### config.mk
export PLATFORM = sky130hd
export DESIGN_NAME = mem_arbiter
export DESIGN_NICKNAME = d
export VERILOG_FILES = /design/src/rtl/mem_arbiter_pkg.sv /design/src/rtl/mem_arbiter_prio_sel.sv /design/src/rtl/mem_arbiter.sv
export SDC_FILE = /design/constraint.sdc
export NUM_CORES = 1
export LEC_CHECK = 0
export CAP_MARGIN = 15
export CORE_AREA = 2 2 282 284
export CTS_BUF_LIST = sky130_fd_sc_hd__clkbuf_4
export DETAILED_ROUTE_END_ITERATION = 10
export DIE_AREA = 0 0 284 286
export GPL_TIMING_DRIVEN = 0
export SETUP_SLACK_MARGIN = 0.02
export SLEW_MARGIN = 20
export SYNTH_ARGS = -nofsm -noshare
export SYNTH_HDL_FRONTEND = slang
export SYNTH_SLANG_ARGS = --single-unit
### constraint.sdc
create_clock -name clk -period 2.24 [get_ports clk]
set_clock_uncertainty 0.15 [all_clocks]
set_input_delay 0.224 -clock clk [delete_from_list [all_inputs] [get_ports clk]]
set_output_delay 0.224 -clock clk [all_outputs]
set_load 0.02 [all_outputs]
### src/rtl/mem_arbiter_pkg.sv
// Shared types for the I/D main-memory arbiter: FSM states, grant sources and
// the starvation counter helper.
package mem_arbiter_pkg;

    typedef enum logic [1:0] {
        ARB_IDLE    = 2'd0,
        ARB_BUSY_I  = 2'd1,
        ARB_BUSY_D  = 2'd2,
        ARB_RECOVER = 2'd3
    } arb_state_e;

    // Bit positions in the request/grant vectors
    localparam int GNT_I  = 0;  // I-side line read
    localparam int GNT_DR = 1;  // D-side line read (miss fill)
    localparam int GNT_DW = 2;  // D-side line write-back
    localparam int GNT_N  = 3;

    typedef logic [GNT_N-1:0] gnt_vec_t;

    localparam int CNT_W = 4;

    // Saturating increment of the starvation counter
    function automatic logic [CNT_W-1:0] starve_inc(input logic [CNT_W-1:0] cnt,
                                                    input logic [CNT_W-1:0] limit);
        return (cnt >= limit) ? limit : cnt + 1'b1;
    endfunction

endpackage

### src/rtl/mem_arbiter_prio_sel.sv
// Combinational priority selector: a starved I side beats everything, otherwise
// D read > I read > D write. Output is one-hot (or zero when nothing requests).
module arb_prio_sel
    import mem_arbiter_pkg::*;
#(
    parameter int STARVE_LIMIT = 4
) (
    input  gnt_vec_t               req,
    input  logic [CNT_W-1:0]       starve_cnt,
    output gnt_vec_t               gnt
);

    logic starved;
    assign starved = (starve_cnt == CNT_W'(STARVE_LIMIT));

    // Fixed priority chain with the starvation override at the top
    always_comb begin
        gnt = '0;
        if (starved && req[GNT_I])
            gnt[GNT_I] = 1'b1;
        else if (req[GNT_DR])
            gnt[GNT_DR] = 1'b1;
        else if (req[GNT_I])
            gnt[GNT_I] = 1'b1;
        else if (req[GNT_DW])
            gnt[GNT_DW] = 1'b1;
    end

endmodule

### src/rtl/mem_arbiter.sv
// Shares one main-memory line port between the I-cache and D-cache wrappers.
// One grant at a time, held until mem_ready; all outputs are registered.
module mem_arbiter
    import mem_arbiter_pkg::*;
#(
    parameter int ADDR_W       = 28,
    parameter int DATA_W       = 128,
    parameter int STARVE_LIMIT = 4
) (
    input  logic              clk,
    input  logic              proc_reset,
    input  logic              i_mem_read,
    input  logic [ADDR_W-1:0] i_mem_addr,
    output logic [DATA_W-1:0] i_mem_rdata,
    output logic              i_mem_ready,
    input  logic              d_mem_read,
    input  logic              d_mem_write,
    input  logic [ADDR_W-1:0] d_mem_addr,
    input  logic [DATA_W-1:0] d_mem_wdata,
    output logic [DATA_W-1:0] d_mem_rdata,
    output logic              d_mem_ready,
    output logic              mem_read,
    output logic              mem_write,
    output logic [ADDR_W-1:0] mem_addr,
    output logic [DATA_W-1:0] mem_wdata,
    input  logic              mem_ready,
    input  logic [DATA_W-1:0] mem_rdata
);

    arb_state_e       state, state_nxt;
    logic [CNT_W-1:0] starve_cnt;
    gnt_vec_t         req, gnt;
    logic             gnt_d;

    assign req[GNT_I]  = i_mem_read;
    assign req[GNT_DR] = d_mem_read;
    assign req[GNT_DW] = d_mem_write;

    arb_prio_sel #(
        .STARVE_LIMIT (STARVE_LIMIT)
    ) u_prio_sel (
        .req        (req),
        .starve_cnt (starve_cnt),
        .gnt        (gnt)
    );

    // Grant only counts in IDLE; RECOVER deliberately ignores both sides
    assign gnt_d = gnt[GNT_DR] | gnt[GNT_DW];

    // State register
    always_ff @(posedge clk) begin
        if (proc_reset)
            state <= ARB_IDLE;
        else
            state <= state_nxt;
    end

    // Next-state: IDLE -> BUSY_x on grant, BUSY_x -> RECOVER on mem_ready,
    // RECOVER always lasts one cycle while the served side drops its request
    always_comb begin
        state_nxt = state;
        unique case (state)
            ARB_IDLE: begin
                if (gnt[GNT_I])
                    state_nxt = ARB_BUSY_I;
                else if (gnt_d)
                    state_nxt = ARB_BUSY_D;
            end
            ARB_BUSY_I,
            ARB_BUSY_D: begin
                if (mem_ready)
                    state_nxt = ARB_RECOVER;
            end
            ARB_RECOVER: state_nxt = ARB_IDLE;
            default:     state_nxt = ARB_IDLE;
        endcase
    end

    // Registered memory-side request, requester responses and starvation count
    always_ff @(posedge clk) begin
        if (proc_reset) begin
            mem_read    <= 1'b0;
            mem_write   <= 1'b0;
            mem_addr    <= '0;
            mem_wdata   <= '0;
            i_mem_ready <= 1'b0;
            d_mem_ready <= 1'b0;
            i_mem_rdata <= '0;
            d_mem_rdata <= '0;
            starve_cnt  <= '0;
        end else begin
            i_mem_ready <= 1'b0;
            d_mem_ready <= 1'b0;
            unique case (state)
                ARB_IDLE: begin
                    if (gnt[GNT_I]) begin
                        mem_read   <= 1'b1;
                        mem_addr   <= i_mem_addr;
                        mem_wdata  <= '0;
                        starve_cnt <= '0;
                    end else if (gnt_d) begin
                        mem_read   <= gnt[GNT_DR];
                        mem_write  <= gnt[GNT_DW];
                        mem_addr   <= d_mem_addr;
                        mem_wdata  <= d_mem_wdata;
                        // Only D grants that bypass a waiting I side count
                        starve_cnt <= i_mem_read
                                      ? starve_inc(starve_cnt, CNT_W'(STARVE_LIMIT))
                                      : '0;
                    end
                end
                ARB_BUSY_I: begin
                    if (mem_ready) begin
                        mem_read    <= 1'b0;
                        i_mem_ready <= 1'b1;
                        i_mem_rdata <= mem_rdata;
                    end
                end
                ARB_BUSY_D: begin
                    if (mem_ready) begin
                        mem_read    <= 1'b0;
                        mem_write   <= 1'b0;
                        d_mem_ready <= 1'b1;
                        // Write-backs complete without touching the read data
                        if (mem_read)
                            d_mem_rdata <= mem_rdata;
                    end
                end
                default: ;
            endcase
        end
    end

endmodule
==> results.sh, run 1 <==
export IMPL_outcome="complete, no violations"
export IMPL_synth_simple_area_share_pct=22.6
export IMPL_tns_ns=0
export IMPL_synth_main_ff_cell="dfxtp_1"
export IMPL_reg2reg_slack_ns=0.10
export IMPL_relSlewSlack_pct=19.7
export IMPL_dp_hpwl_um=62000
export IMPL_coreArea_um2=78400
export IMPL_wl_per_cell_um=19.9
export IMPL_worst_ep_required_time_ns=2.83
export IMPL_die_h_um=286
export IMPL_layout_drive_gt1_share_pct=10.1
export IMPL_grt_pass1_vias=18460
export IMPL_synthXorXnorAreaFrac_pct=0
export IMPL_drt_iter0_drc=726
export IMPL_num_rows=103
export IMPL_fin_util_pct=35.9
export IMPL_gp_congestion=0.935
export IMPL_leakagePower_nw=12.1
export IMPL_synth_common_cells="nand2_1, dfxtp_1, a21oi_1"
export IMPL_clock_latency_ns=0.85
export IMPL_cts_setup_buffers=0
export IMPL_synthCells=1904
export IMPL_grt_max_degree=21
export IMPL_yosysUniqueCellTypes=35
export IMPL_synth_area_top_cells="dfxtp_1, nand2_1, a21oi_1, nand3_1, clkbuf_1"
export IMPL_cts_max_level=3
export IMPL_worst_pin_slew_ns=1.20
export IMPL_cts_root_buf="clkbuf_4"
export IMPL_syn2layout_area_growth_pct=85.8
export IMPL_avgViaCountPerCell=4.30
export IMPL_first_pass_iters=5
export IMPL_avgSynthCellArea_um2=7.96
export IMPL_antenna_found_initial=12
export IMPL_finish_net_count=3396
export IMPL_numPortBuffers=732
export IMPL_startpoint="i_mem_read"
export IMPL_rsz0062_at_grt="true"
export IMPL_synth_top_family_by_area="simple AND/OR/NAND/NOR gates"
export IMPL_die_w_um=284
export IMPL_vias=18153
export IMPL_setup_violations=0
export IMPL_peakVddDrop_uv=431
export IMPL_synth_fa_ha_area_share_pct=0.496
export IMPL_die_area_um2=81200
export IMPL_max_freq_mhz=463
export IMPL_wl_um=84000
export IMPL_crit_end="mem_addr[25]$_SDFFE_PP0P_"
export IMPL_ys_ff_latch=422
export IMPL_grt_overflow_total=0
export IMPL_rr_worst_depth=8
export IMPL_yosysTopAreaCell="dfxtp_1"
export IMPL_maxSlewViolCount=0
export IMPL_antenna_left=0
export IMPL_syn_nets=2228
export IMPL_io_pins=734
export IMPL_endpoint_kind="flop"
export IMPL_synth_seq_area_share_pct=55.8
export IMPL_cts_made_buffers=118
export IMPL_drc=0
export IMPL_clock_sinks=422
export IMPL_min_period_ns=2.16
export IMPL_yosysWarningCount=0
export IMPL_hold_viol=0
export IMPL_cts_tree="built"
export IMPL_timing_rr_end="mem_wdata[87]$_SDFFE_PP0P_"
export IMPL_crit_path_start_kind="input port"
export IMPL_synth_edf_count=0
export IMPL_power_density_nw_per_um2=924
export IMPL_grt_pass1_wl_um=120000
export IMPL_post_route_period_util_pct=96.5
export IMPL_critical_path_arrival_ns=2.75
export IMPL_netlist_area_um2=15100
export IMPL_r2r_start="state[1]$_SDFFE_PP0P_"
export IMPL_start_util_pct=19.3
export IMPL_worstSetupPathType="in -> reg"
export IMPL_path_clk_slew_ns=0.06
export IMPL_yosys_area_top_type_share_pct=55.8
export IMPL_synth_area_mux_share_pct=0.0743
export IMPL_path_max_fanout=10
export IMPL_grt_usage_pct=19.8
export IMPL_hold_class="in -> reg"
export IMPL_cts_buffer_depth=3
export IMPL_synth_async_sr_flop_share_pct=0
export IMPL_post_synth_top_count_cell="nand2_1"
export IMPL_max_cap_violations=0
export IMPL_synth_compound_area_share_pct=15.7
layer usage:
layer	track usage, %	up-vias	wire [um]
met1	20.2	8441	30300
met5	0	-	34
met3	6.73	178	7170
li1	-	8715	-
met4	10.3	6	4280
met2	35.8	813	42200
area by class of cell:
cell class,instances,area (um^2)
diodes,10,25.0
fillers,8176,50200
flip-flops and latches,422,8450
inverters,7,26.3
clock inverters,28,160
clock buffers,186,1400
plain buffers,156,862
well taps,1050,1310
repair buffers,1049,10000
multi-input cells,1318,5900
sequential cells by signal, indices dropped and copies added (netlist names):
name / count
d_mem_rdata: 128
d_mem_ready: 1
i_mem_rdata: 128
i_mem_ready: 1
mem_addr: 28
mem_read: 1
mem_wdata: 128
mem_write: 1
starve_cnt: 4
state: 2
power by group:
group | internal [mW] | switching [mW] | leakage, nW | total, mW
logic | 3.49 | 5.87 | 7.69 | 9.36
registers | 8.63 | 0.627 | 3.43 | 9.26
clock network | 3.79 | 3.59 | 0.929 | 7.38
total | 15.9 | 10.1 | 12.1 | 26.0
worst max-delay path: stages:
cell and delay (ns):
dlygate4sd3_1 0.55, clkdlybuf4s50_1 0.66, nand4b_1 0.28, nand2_4 0.28
clkbuf_4 0.30, nand2_1 0.19, a211oi_1 0.25
stage by stage:
stage                     setup slack (ns)  hold WS [ns]  instances  power, mW  cell area, um^2
after floorplan                      0.529         0.196       1904       14.1            15100
after global placement               -1.00         0.291       3686       18.9            23800
after detailed placement            -0.854         0.295       3686       19.0            23800
after CTS                          0.00107       0.00424       4216       26.3            28100
after global routing              0.000455        0.0137       4224       27.4            28100
final                               0.0790         0.148       4226       26.0            28100
how the worst min path moves through the flow:
stage,end,slack (ns),start,depth (start not counted)
2_1_floorplan,d_mem_ready$_SDFF_PP0_,0.20,mem_ready,2
3_3_place_gp,d_mem_rdata[37]$_SDFFE_PP0P_,0.29,d_mem_rdata[37]$_SDFFE_PP0P_,2
3_5_place_dp,i_mem_rdata[72]$_SDFFE_PP0P_,0.30,i_mem_rdata[72]$_SDFFE_PP0P_,2
4_1_cts,mem_addr[26]$_SDFFE_PP0P_,0.004,d_mem_addr[26],3
5_1_grt,mem_addr[26]$_SDFFE_PP0P_,0.01,d_mem_addr[26],3
6_report,mem_addr[26]$_SDFFE_PP0P_,0.15,d_mem_addr[26],3
cells by family after synthesis:
group | Yosys count
compound gates | 457
fa+ha+maj | 6
buf+inv | 164
flops | 422
mux | 1
simple gates | 854
repair_timing:
action                                 CTS  global route
gates resized for setup                471            36
setup endpoints to repair              698           151
endpoints found under the hold margin  419             0
hold buffers                           317             0
placed cells by master, fill, tap and decap left out, drive strengths merged, types with 2 or more instances in the layout:
master and n:
diode 10, clkdlybuf4s15 18, clkbuf 258, nand2b 4, ha 6, dfxtp 422
dlygate4sd2 398, buf 84, nor2 34, inv 10, and2 2, a21oi 420
clkdlybuf4s50 316, nand3 131, nor3 2, a211oi 29, nand2 676, dlygate4sd3 317
clkinv 24
(Power assumes the default switching activity.)
==> inputs of run 2 (changes only) <==
--- a/config.mk
+++ b/config.mk
@@ -6,13 +6,14 @@
 export NUM_CORES = 1
 export LEC_CHECK = 0
 export CAP_MARGIN = 15
-export CORE_AREA = 2 2 282 284
+export CORE_AREA = 2 2 290 292
 export CTS_BUF_LIST = sky130_fd_sc_hd__clkbuf_4
 export DETAILED_ROUTE_END_ITERATION = 10
-export DIE_AREA = 0 0 284 286
+export DIE_AREA = 0 0 292 294
 export GPL_TIMING_DRIVEN = 0
 export SETUP_SLACK_MARGIN = 0.02
 export SLEW_MARGIN = 20
 export SYNTH_ARGS = -nofsm -noshare
 export SYNTH_HDL_FRONTEND = slang
+export SYNTH_HIERARCHICAL = 1
 export SYNTH_SLANG_ARGS = --single-unit
==> run 2 against run 1 <==
The flow now finishes with violations (negative setup slack). Non-clock buffer count up 11. Setup slack worse by 0.095 ns. Maximum frequency down 4.2%. Utilization down 1.3 points. Cell count down 3.2%. Synthesized cell count down 8.6%. Die area up 5.7%. Global-route usage down 2.5 points. Sequential share of layout area down 0.52 points. Critical path type is now reg -> reg. Highest routed layer unchanged.
==> results.sh, run 2 <==
export IMPL_min_period_ns=2.26
export IMPL_path_clk_slew_ns=0.07
export IMPL_yosysUniqueCellTypes=37
export IMPL_vias=17536
export IMPL_cts_made_buffers=115
export IMPL_p_int_mw=15.8
export IMPL_yosys_area_top_type_share_pct=56.3
export IMPL_yosysTopAreaCell="dfxtp_1"
export IMPL_synth_simple_area_share_pct=17.6
export IMPL_dpl_cell_area_um2=23700
export IMPL_gp_congestion=0.825
export IMPL_rsz0062_at_grt="true"
export IMPL_synth_compound_area_share_pct=18.7
export IMPL_num_rows=106
export IMPL_post_synth_top_count_cell="nand2_1"
export IMPL_grt_usage_pct=17.3
export IMPL_maxSlewViolCount=0
export IMPL_die_h_um=294
export IMPL_avgViaCountPerCell=4.29
export IMPL_wl_um=78200
export IMPL_pwr_share_comb_pct=36.1
export IMPL_finish_net_count=3241
export IMPL_reg2reg_slack_ns=-0.02
export IMPL_holdPathEnd="mem_wdata[88]$_SDFFE_PP0P_"
export IMPL_hold_worst_slack_ns=0.112
export IMPL_synth_edf_count=0
export IMPL_path_max_fanout=5
export IMPL_io_pins=734
export IMPL_leakagePower_nw=12.2
export IMPL_cts_root_buf="clkbuf_4"
export IMPL_setup_ws_ns=-0.0159
export IMPL_wl_per_cell_um=19.1
export IMPL_fin_util_pct=34.6
export IMPL_die_area_um2=85800
export IMPL_relSlewSlack_pct=35.5
export IMPL_synth_main_ff_cell="dfxtp_1"
export IMPL_synthCells=1741
export IMPL_synthXorXnorAreaFrac_pct=0
export IMPL_synth_common_cells="nand2_1, dfxtp_1, a21oi_1"
export IMPL_clock_latency_ns=0.92
export IMPL_syn_nets=2064
export IMPL_clock_sinks=422
export IMPL_layout_drive_gt1_share_pct=12.5
export IMPL_max_cap_violations=0
export IMPL_power_switching_mw=9.24
export IMPL_endpoint_kind="flop"
export IMPL_start_util_pct=18.1
export IMPL_critical_path_arrival_ns=2.82
export IMPL_yosysWarningCount=6
export IMPL_r2r_start="starve_cnt[0]$_SDFFE_PP0P_"
export IMPL_power_density_nw_per_um2=872
export IMPL_drc=0
export IMPL_final_fill_count=8572
export IMPL_synth_fa_ha_area_share_pct=0.417
export IMPL_outcome="complete, but fails checks"
export IMPL_antenna_found_initial=6
export IMPL_max_freq_mhz=443
export IMPL_hold_viol=0
export IMPL_first_pass_iters=5
export IMPL_coreArea_um2=82900
export IMPL_netlist_area_um2=15000
export IMPL_grt_pass1_vias=17783
export IMPL_avgSynthCellArea_um2=8.63
export IMPL_failed_checks="negative setup slack"
export IMPL_ys_ff_latch=422
export IMPL_synth_async_sr_flop_share_pct=0
export IMPL_cts_buffer_depth=3
export IMPL_cts_max_level=3
export IMPL_swShare_pct=36.9
export IMPL_worstSetupPathType="reg -> reg"
export IMPL_die_w_um=292
export IMPL_fin_area_um2=28700
export IMPL_p_clk_share_pct=28.2
export IMPL_layout_commonest_cell="nand2_1"
export IMPL_synth_area_mux_share_pct=2.07
export IMPL_grt_max_degree=20
export IMPL_drt_iter0_drc=656
export IMPL_total_power_mw=25.0
export IMPL_antenna_left=0
export IMPL_peakVddDrop_uv=406
export IMPL_synth_top_family_by_area="compound AO/OA/AOI/OAI gates"
export IMPL_grt_overflow_total=0
export IMPL_synth_area_top_cells="dfxtp_1, nand2_1, a21oi_1, a32oi_1, nor2_1"
export IMPL_dp_hpwl_um=56400
export IMPL_post_route_period_util_pct=101
export IMPL_seqCellArea_um2=8460
export IMPL_synth_seq_area_share_pct=56.3
export IMPL_worst_ep_required_time_ns=2.81
export IMPL_worst_pin_slew_ns=0.967
export IMPL_timing_rr_end="mem_wdata[101]$_SDFFE_PP0P_"
export IMPL_top_regs="d_mem_rdata x128, i_mem_rdata x128, mem_wdata x128"
export IMPL_layout_common_cells="nand2_1, dfxtp_1, dlygate4sd2_1"
export IMPL_cts_tree="built"
export IMPL_hold_class="in -> reg"
export IMPL_syn2layout_area_growth_pct=90.9
export IMPL_rr_worst_depth=10
export IMPL_holdPathStages=3
export IMPL_grt_pass1_wl_um=112000
export IMPL_hold_start="d_mem_wdata[88]"
export IMPL_seqPwrFrac_pct=35.7
export IMPL_crit_path_start_kind="flop"
export IMPL_numPortBuffers=732
export IMPL_setup_violations=1
export IMPL_multiInputGateArea_um2=6100
## run 2: cell count changes in the layout (fill, tap and decap cells not counted), moves of 11 or more
cell | previous run | this run
mux2i_1 | 0 | 30
buf_4 | 8 | 33
a211oi_2 | 0 | 11
a32oi_2 | 0 | 33
nor2_1 | 33 | 161
clkbuf_4 | 193 | 182
a21oi_1 | 420 | 261
buf_2 | 51 | 33
a211oi_1 | 29 | 17
nand2_1 | 675 | 513
a32oi_1 | 0 | 95
clkbuf_2 | 26 | 14
nand3_1 | 131 | 1
## run 2: power by group through the flow
| stage | sequential (mW) | combinational (mW) | clock [mW] |
|---|---|---|---|
| after floorplan | 10.1 | 2.96 | 0 |
| after global placement | 9.08 | 7.90 | 0 |
| after detailed placement | 9.10 | 7.92 | 0 |
| after CTS | 8.91 | 8.83 | 7.33 |
| after global routing | 9.03 | 9.60 | 7.77 |
| final | 8.94 | 9.02 | 7.06 |
## run 2: cell type report
| cell class | count | area share, % |
|---|---|---|
| tap | 1080 | 4.71 |
| timing repair buffer | 1064 | 35.7 |
| clock buffer | 171 | 4.48 |
| clock inverter | 32 | 0.615 |
| inverter | 8 | 0.105 |
| buffer | 152 | 3.59 |
| multi-input combinational | 1155 | 21.3 |
| sequential | 422 | 29.5 |
| antenna | 6 | 0.0524 |
## run 2: logic make-up after synthesis
| logic type | after synthesis |
|---|---|
| AOI/OAI and AO/OA | 430 |
| adders and majority gates | 5 |
| buffers and inverters | 164 |
| DFF | 422 |
| muxes | 31 |
| and+or+nand+nor | 689 |
## run 2: routing by layer
metal	wire [um]	global-route usage (%)
met1	30000	18.6
met5	13	0
met4	3450	7.74
met3	6380	5.83
met2	38400	30.8
## run 2: worst max-delay path, stage by stage, from the launching register on
cell	delay, ns
dfxtp_4	0.36
nor4b_4	0.31
o21a_1	0.16
buf_6	0.13
buf_12	0.10
o31ai_4	0.09
buf_6	0.19
buf_12	0.15
buf_8	0.13
a32oi_2	0.18
nor2_1	0.10
## run 2: what timing repair did
action | 4_1_cts | 5_1_grt
endpoints found under the hold margin | 419 | 0
gates cloned | 7 | 0
hold buffers | 313 | 0
endpoints found under the setup margin | 782 | 207
setup buffers | 10 | 4
gates resized for setup | 543 | 92
pin swaps | 17 | 13
## run 2: how the worst max path moves through the flow
stage                                     startpoint                       endpoint  slack, ns  cells past startpoint
after global placement                     mem_ready  i_mem_rdata[102]$_SDFFE_PP0P_      -1.04                      6
after floorplan           starve_cnt[1]$_SDFFE_PP0P_    mem_wdata[107]$_SDFFE_PP0P_       0.30                      7
after global routing      starve_cnt[0]$_SDFFE_PP0P_    mem_wdata[101]$_SDFFE_PP0P_      -0.10                     10
after detailed placement                   mem_ready  i_mem_rdata[102]$_SDFFE_PP0P_      -1.08                      6
after CTS                 starve_cnt[3]$_SDFFE_PP0P_     mem_wdata[45]$_SDFFE_PP0P_      -0.13                     11
final                     starve_cnt[0]$_SDFFE_PP0P_    mem_wdata[101]$_SDFFE_PP0P_      -0.02                     10
## run 2: stage by stage
step,setup TNS (ns),setup slack (ns),cells
floorplan,0,0.296,1741
global placement,-270.18,-1.04,3553
detailed placement,-225.44,-1.08,3553
CTS,-1.36,-0.131,4083
global route,-1.90,-0.101,4090
finish,-0.0159,-0.0159,4090
